### src/rtl/uart_rx_core.sv
// 16x-oversampling UART receiver: start/data/stop framing, single-entry holding register, framing and overrun pulses.
// Latency: VALIDo rises 152 oversample ticks + 1 clock after start detect; holding register is held until READYi.
module uart_rx_core #(
   parameter int DATA_WIDTH = 32,
   parameter int DATA_BITS  = 8
) (
   input  logic                  CLKip,
   input  logic                  RSTNi,
   input  logic [DATA_WIDTH-1:0] DIVi,
   input  logic                  RXi,
   input  logic                  READYi,
   output logic [DATA_BITS-1:0]  DATAo,
   output logic                  VALIDo,
   output logic                  FERRo,
   output logic                  OVRo
);

   localparam int SW = $clog2(DATA_BITS + 1);
   localparam logic [SW-1:0] LAST_SAMPLE = SW'(DATA_BITS - 1);

   typedef enum logic [1:0] {
      IDLE  = 2'd0,
      START = 2'd1,
      DATA  = 2'd2,
      STOP  = 2'd3
   } state_t;

   state_t                state;
   state_t                state_nxt;

   logic                  rx_m;
   logic                  rx_s;
   logic [DATA_WIDTH-1:0] div_q;
   logic [DATA_WIDTH-1:0] tick_cnt;
   logic [3:0]            bit_tick;
   logic [SW-1:0]         samp_cnt;
   logic [DATA_BITS-1:0]  shift;

   logic                  tick;
   logic                  start_det;
   logic                  clr_bit;
   logic                  shift_en;
   logic                  frame_good;
   logic                  frame_bad;

   // Two-flop synchronizer; idles high so reset never looks like a start bit.
   always_ff @(posedge CLKip) begin
      if (!RSTNi) begin
         rx_m <= 1'b1;
         rx_s <= 1'b1;
      end else begin
         rx_m <= RXi;
         rx_s <= rx_m;
      end
   end

   assign tick = (state != IDLE) && (tick_cnt == div_q);

   always_ff @(posedge CLKip) begin
      if (!RSTNi) begin
         state <= IDLE;
      end else begin
         state <= state_nxt;
      end
   end

   always_comb begin
      state_nxt  = state;
      start_det  = 1'b0;
      clr_bit    = 1'b0;
      shift_en   = 1'b0;
      frame_good = 1'b0;
      frame_bad  = 1'b0;
      case (state)
         IDLE: begin
            if (!rx_s) begin
               start_det = 1'b1;
               state_nxt = START;
            end
         end
         START: begin
            // Mid-start-bit check rejects glitches shorter than half a bit.
            if (tick && (bit_tick == 4'd7)) begin
               clr_bit   = 1'b1;
               state_nxt = rx_s ? IDLE : DATA;
            end
         end
         DATA: begin
            if (tick && (bit_tick == 4'd15)) begin
               shift_en = 1'b1;
               if (samp_cnt == LAST_SAMPLE) begin
                  state_nxt = STOP;
               end
            end
         end
         STOP: begin
            if (tick && (bit_tick == 4'd15)) begin
               state_nxt  = IDLE;
               frame_good = rx_s;
               frame_bad  = !rx_s;
            end
         end
         default: begin
            state_nxt = IDLE;
         end
      endcase
   end

   // Divisor is latched per frame so a DIVi update cannot tear a frame in flight.
   always_ff @(posedge CLKip) begin
      if (!RSTNi) begin
         div_q    <= '0;
         tick_cnt <= '0;
         bit_tick <= '0;
         samp_cnt <= '0;
         shift    <= '0;
      end else if (start_det) begin
         div_q    <= DIVi;
         tick_cnt <= '0;
         bit_tick <= '0;
         samp_cnt <= '0;
      end else if (state != IDLE) begin
         tick_cnt <= tick ? '0 : tick_cnt + DATA_WIDTH'(1);
         if (clr_bit) begin
            bit_tick <= '0;
            samp_cnt <= '0;
         end else begin
            if (tick) begin
               bit_tick <= bit_tick + 4'd1;
            end
            if (shift_en) begin
               shift    <= {rx_s, shift[DATA_BITS-1:1]};
               samp_cnt <= samp_cnt + SW'(1);
            end
         end
      end
   end

   // Holding register: a consumer handshake in the same cycle frees it for the new byte.
   always_ff @(posedge CLKip) begin
      if (!RSTNi) begin
         DATAo  <= '0;
         VALIDo <= 1'b0;
         FERRo  <= 1'b0;
         OVRo   <= 1'b0;
      end else begin
         FERRo <= frame_bad;
         OVRo  <= 1'b0;
         if (frame_good) begin
            if (!VALIDo || READYi) begin
               DATAo  <= shift;
               VALIDo <= 1'b1;
            end else begin
               OVRo <= 1'b1;
            end
         end else if (VALIDo && READYi) begin
            VALIDo <= 1'b0;
         end
      end
   end

endmodule

### config.mk
export PLATFORM = sky130hd
export DESIGN_NAME = uart_rx_core
export DESIGN_NICKNAME = d
export VERILOG_FILES = /design/src/rtl/uart_rx_core.sv
export SDC_FILE = /design/constraint.sdc
export NUM_CORES = 1
export LEC_CHECK = 0
export BUFFER_PORTS_ARGS = -buffer_cell sky130_fd_sc_hd__buf_4
export CORE_UTILIZATION = 50
export CTS_CLUSTER_DIAMETER = 60
export DETAILED_ROUTE_END_ITERATION = 7
export PLACE_DENSITY = 0.68
export SYNTH_ARGS = -nofsm -noshare
export SYNTH_HDL_FRONTEND = slang
export SYNTH_SLANG_ARGS = --single-unit
### constraint.sdc
create_clock -name CLKip -period 6.9 [get_ports CLKip]
set_input_delay 1.38 -clock CLKip [delete_from_list [all_inputs] [get_ports CLKip]]
set_output_delay 1.38 -clock CLKip [all_outputs]
set_load 0.02 [all_outputs]
==> results.txt <==
----------------------------------------------------
[Layout]
  Filler cell count ... 730
  Number of non-filler instances in the completed layout ... between 600 and 700
  Relative area change from synthesis to final layout ... 13.99%
  Net count reported at finish ... ~590
  Final cell area excluding filler cells ... ~5000 um2
  Ratio of cells with drive above 1 in the final layout ... 13.93%
  Number of inserted diodes ... 0

[Yosys]
  Proportion of synthesized flip-flops having asynchronous set or reset ... 0%
  Synthesized area divided by synthesized cell count ... 8.412 um2
  Top FF cell, synth ... sky130_fd_sc_hd__dfxtp_1
  Warnings, synthesis ... 0
  Cell Area, Synth ... 4399 um2
  Top cells by area in the synthesized netlist ... sky130_fd_sc_hd__dfxtp_1 (43%), sky130_fd_sc_hd__nand2_1 (8.1%), sky130_fd_sc_hd__xnor2_1 (7.8%)
  Number of nets in the synthesized netlist ... 562
  Number of synthesized flops with an enable pin ... 0
  Cell accounting for the most synthesized area ... sky130_fd_sc_hd__dfxtp_1
  Most used standard cells in the synthesized netlist ... sky130_fd_sc_hd__dfxtp_1 (95), sky130_fd_sc_hd__nand2_1 (95), sky130_fd_sc_hd__nor3_1 (43)
  Total of flip-flops plus latches after synthesis ... 95
  Fraction of post-synthesis cell area in the top cell type by area ... a little over two fifths
  Fraction of the yosys area taken by sequential cells ... 43.23%
  Cells after synthesis ... 523
  Unique masters post-synth ... 37

[Route]
  Total Wirelength ... about 10 mm
  First-pass iteration count of the detailed router ... 5
  Initial DRC Count ... 220
  Number of DRC violations after detailed routing ... 0
  Mean routed wirelength per cell ... 15.62 um
  Antenna violation net count after detailed routing ... 0
  Routed via count divided by cell count ... 5.723
  Number of vias in the routed layout ... 3806

[Timing]
  Final hold slack ... 426.8 ps
  Shortest period the worst path allows ... 2672 ps
  RSZ-0062 raised after global routing ... no
  Setup TNS ... 0 ps
  Final worst-path cycle share ... 38.72%
  Highest attainable clock frequency ... 374.3 MHz
  Number of pins exceeding their max-slew limit in the final report ... 0
  Number of failing hold endpoints at the final stage ... 0
  Final setup fails ... 0
  Slew at the pin with the worst max-slew slack ... around 970 ps
  Worst clock skew ... 13.85 ps
  Headroom to the max-slew limit ... between 30% and 40%

[Floorplanning]
  Die ar. ... about 9000 um2
  Number of top-level pins ... 47
  Initial standard-cell utilization of the core ... 52.49%
  # rows ... 33
  Core region area ... 8382 um2
  Chip width ... approximately 96 um
  Floorplan die height ... 95.80 um

[Critical path]
  CP arrival ... 2950 ps
  Kind of start point of the critical path ... primary input
  Maximum single-stage delay on the critical path ... 530 ps
  Largest driver fanout on the critical path ... 28
  Req. time, crit path ... 7180 ps
  Cell chain of the critical path ... buf_4 > inv_1 > buf_4 > nor2_1 > a32o_1
  Class of the most critical setup path ... in2reg
  Slowest stage cell on the critical path ... sky130_fd_sc_hd__inv_1
  CP endpoint kind ... register
  Most frequent cell on the critical path ... sky130_fd_sc_hd__buf_4

[Clock network]
  # hold bufs at CTS ... 0
  CTS buffer count ... 9
  Later-pin clock latency in the skew report ... 380 ps
  Clock sink total ... 95
  Clock root cell ... sky130_fd_sc_hd__clkbuf_8
  CTS tree ... yes
  Cts repair resizes ... 0
  Clock-pin slew of the registers on the worst-case setup and hold paths ... 100 ps
  Clock H-tree levels ... 3
  Number of buffers inserted by post-CTS setup repair ... 0
  Maximum clock insertion buffer count ... 2

[Power]
  IR drop worst, VDD ... 0.09483 mV
  LEAKAGE ... 1.732 nW
  Total power per unit cell area ... 201.6 nW/um2

[Placed design]
  Cell area after placement ... 4826 um2
  Port Buffer Count ... 46
  Number of instances in the placed design ... 649
  DPL Wire Length ... 7.555 mm
  Gpl congestion ... 0.8958

[GRT]
  Via count of the first global-routing pass ... about 3400
  Number of antenna violations at the first check in global routing ... 0
  Overflow after GRT ... 0
  GRT Util Overall ... about 24%
  Wire length of the first global-routing pass ... 16.60 mm
  Pin count of the biggest net entering global routing ... 34

[Hold path]
  Tightest Hold Check Type ... reg2reg

[Run status]
  Result of the run ... finished clean

[Run]
  Max-cap violations ... 0

----------------------------------------------------
[kinds of logic (layout without fill, tap and decap cells)]
family	after synthesis	after routing	share of synthesized area (%)
AOI/OAI and AO/OA	50	50	6.627
xor gates and xnor gates	65	65	12.94
adders and majority gates	3	3	0.8533
buffers and inverters	37	74	3.242
DFF	95	95	43.23
muxes	18	18	4.095
and+or+nand+nor	255	255	29.01
[layout make-up]
| cell class | count | area (um2) | area share [%] |
|---|---|---|---|
| Clock inverter | 7 | 65.06 | 1.297 |
| Tap cell | 105 | 131.4 | 2.620 |
| Inverter | 5 | 18.77 | 0.3743 |
| Timing Repair Buffer | 53 | 397.9 | 7.934 |
| Multi-Input combinational cell | 391 | 2376 | 47.38 |
| Sequential cell | 95 | 1902 | 37.92 |
| Clock buffer | 9 | 123.9 | 2.470 |
[report_power, final]
group / total, mW / internal, mW / switching (mW)
clock network: 0.353 / 0.139 / 0.214
registers: 0.564 / 0.556 / 0.00787
logic: 0.0947 / 0.0353 / 0.0594
total: 1.01 / 0.730 / 0.281
[per-stage QoR]
| step | util (%) | total power [mW] | setup WS, ps |
|---|---|---|---|
| 5_1_grt | 59.83 | 1.051 | 4087 |
| 4_1_cts | 59.83 | 1.017 | 4238 |
| 3_3_place_gp | 57.58 | 0.6682 | 3855 |
| 3_5_place_dp | 57.58 | 0.6693 | 3836 |
| 2_1_floorplan | - | 0.6333 | 4360 |
| 6_report | 59.83 | 1.011 | 4228 |
[path summary, 6_finish.rpt]
path	depth (start not counted)	endpoint	from	slack, ps
setup / recovery	5	samp_cnt[1]	RSTNi	4230
hold / removal	1	rx_s	rx_m	430
setup reg to reg	5	DATAo[3]	tick_cnt[7]	4320
hold reg to reg	1	rx_s	rx_m	430
[sequential cells by signal, summed over array words and instances, names as in the netlist, 4 cells and up, named ones only]
name,flops
DATAo,8
bit_tick,4
div_q,32
samp_cnt,4
shift,8
tick_cnt,32
[layout by cell type (no fill, tap or decap), drive strengths merged, types with 3 or more instances in the layout]
| cell | instances |
|---|---|
| dfxtp | 95 |
| nand2 | 95 |
| buf | 53 |
| nor3 | 43 |
| xnor2 | 39 |
| a21oi | 35 |
| nand4 | 34 |
| xor2 | 26 |
| mux2i | 18 |
| nor2 | 18 |
| nand3 | 17 |
| nor4 | 11 |
| and3 | 9 |
| clkbuf | 9 |
| inv | 8 |
| and2 | 5 |
| or3 | 5 |
| or2 | 4 |
| and4 | 4 |
| or4 | 3 |
| o21ai | 3 |
| ha | 3 |
| clkinv | 3 |
[layer usage]
layer | track usage, % | share of wire (%)
met5 | 0 | 0
met4 | 8.209 | 1.6
met3 | 4.581 | 4.7
met2 | 38.04 | 48
met1 | 32.78 | 46
[worst max-delay path, delay by kind of cell]
family / cells / cell delay (ps)
AO/OA/AOI/OAI: 1 / 320
buffers and inverters: 3 / 1080
AND/OR/NAND/NOR: 1 / 150
Power figures use the tool's default switching activity.
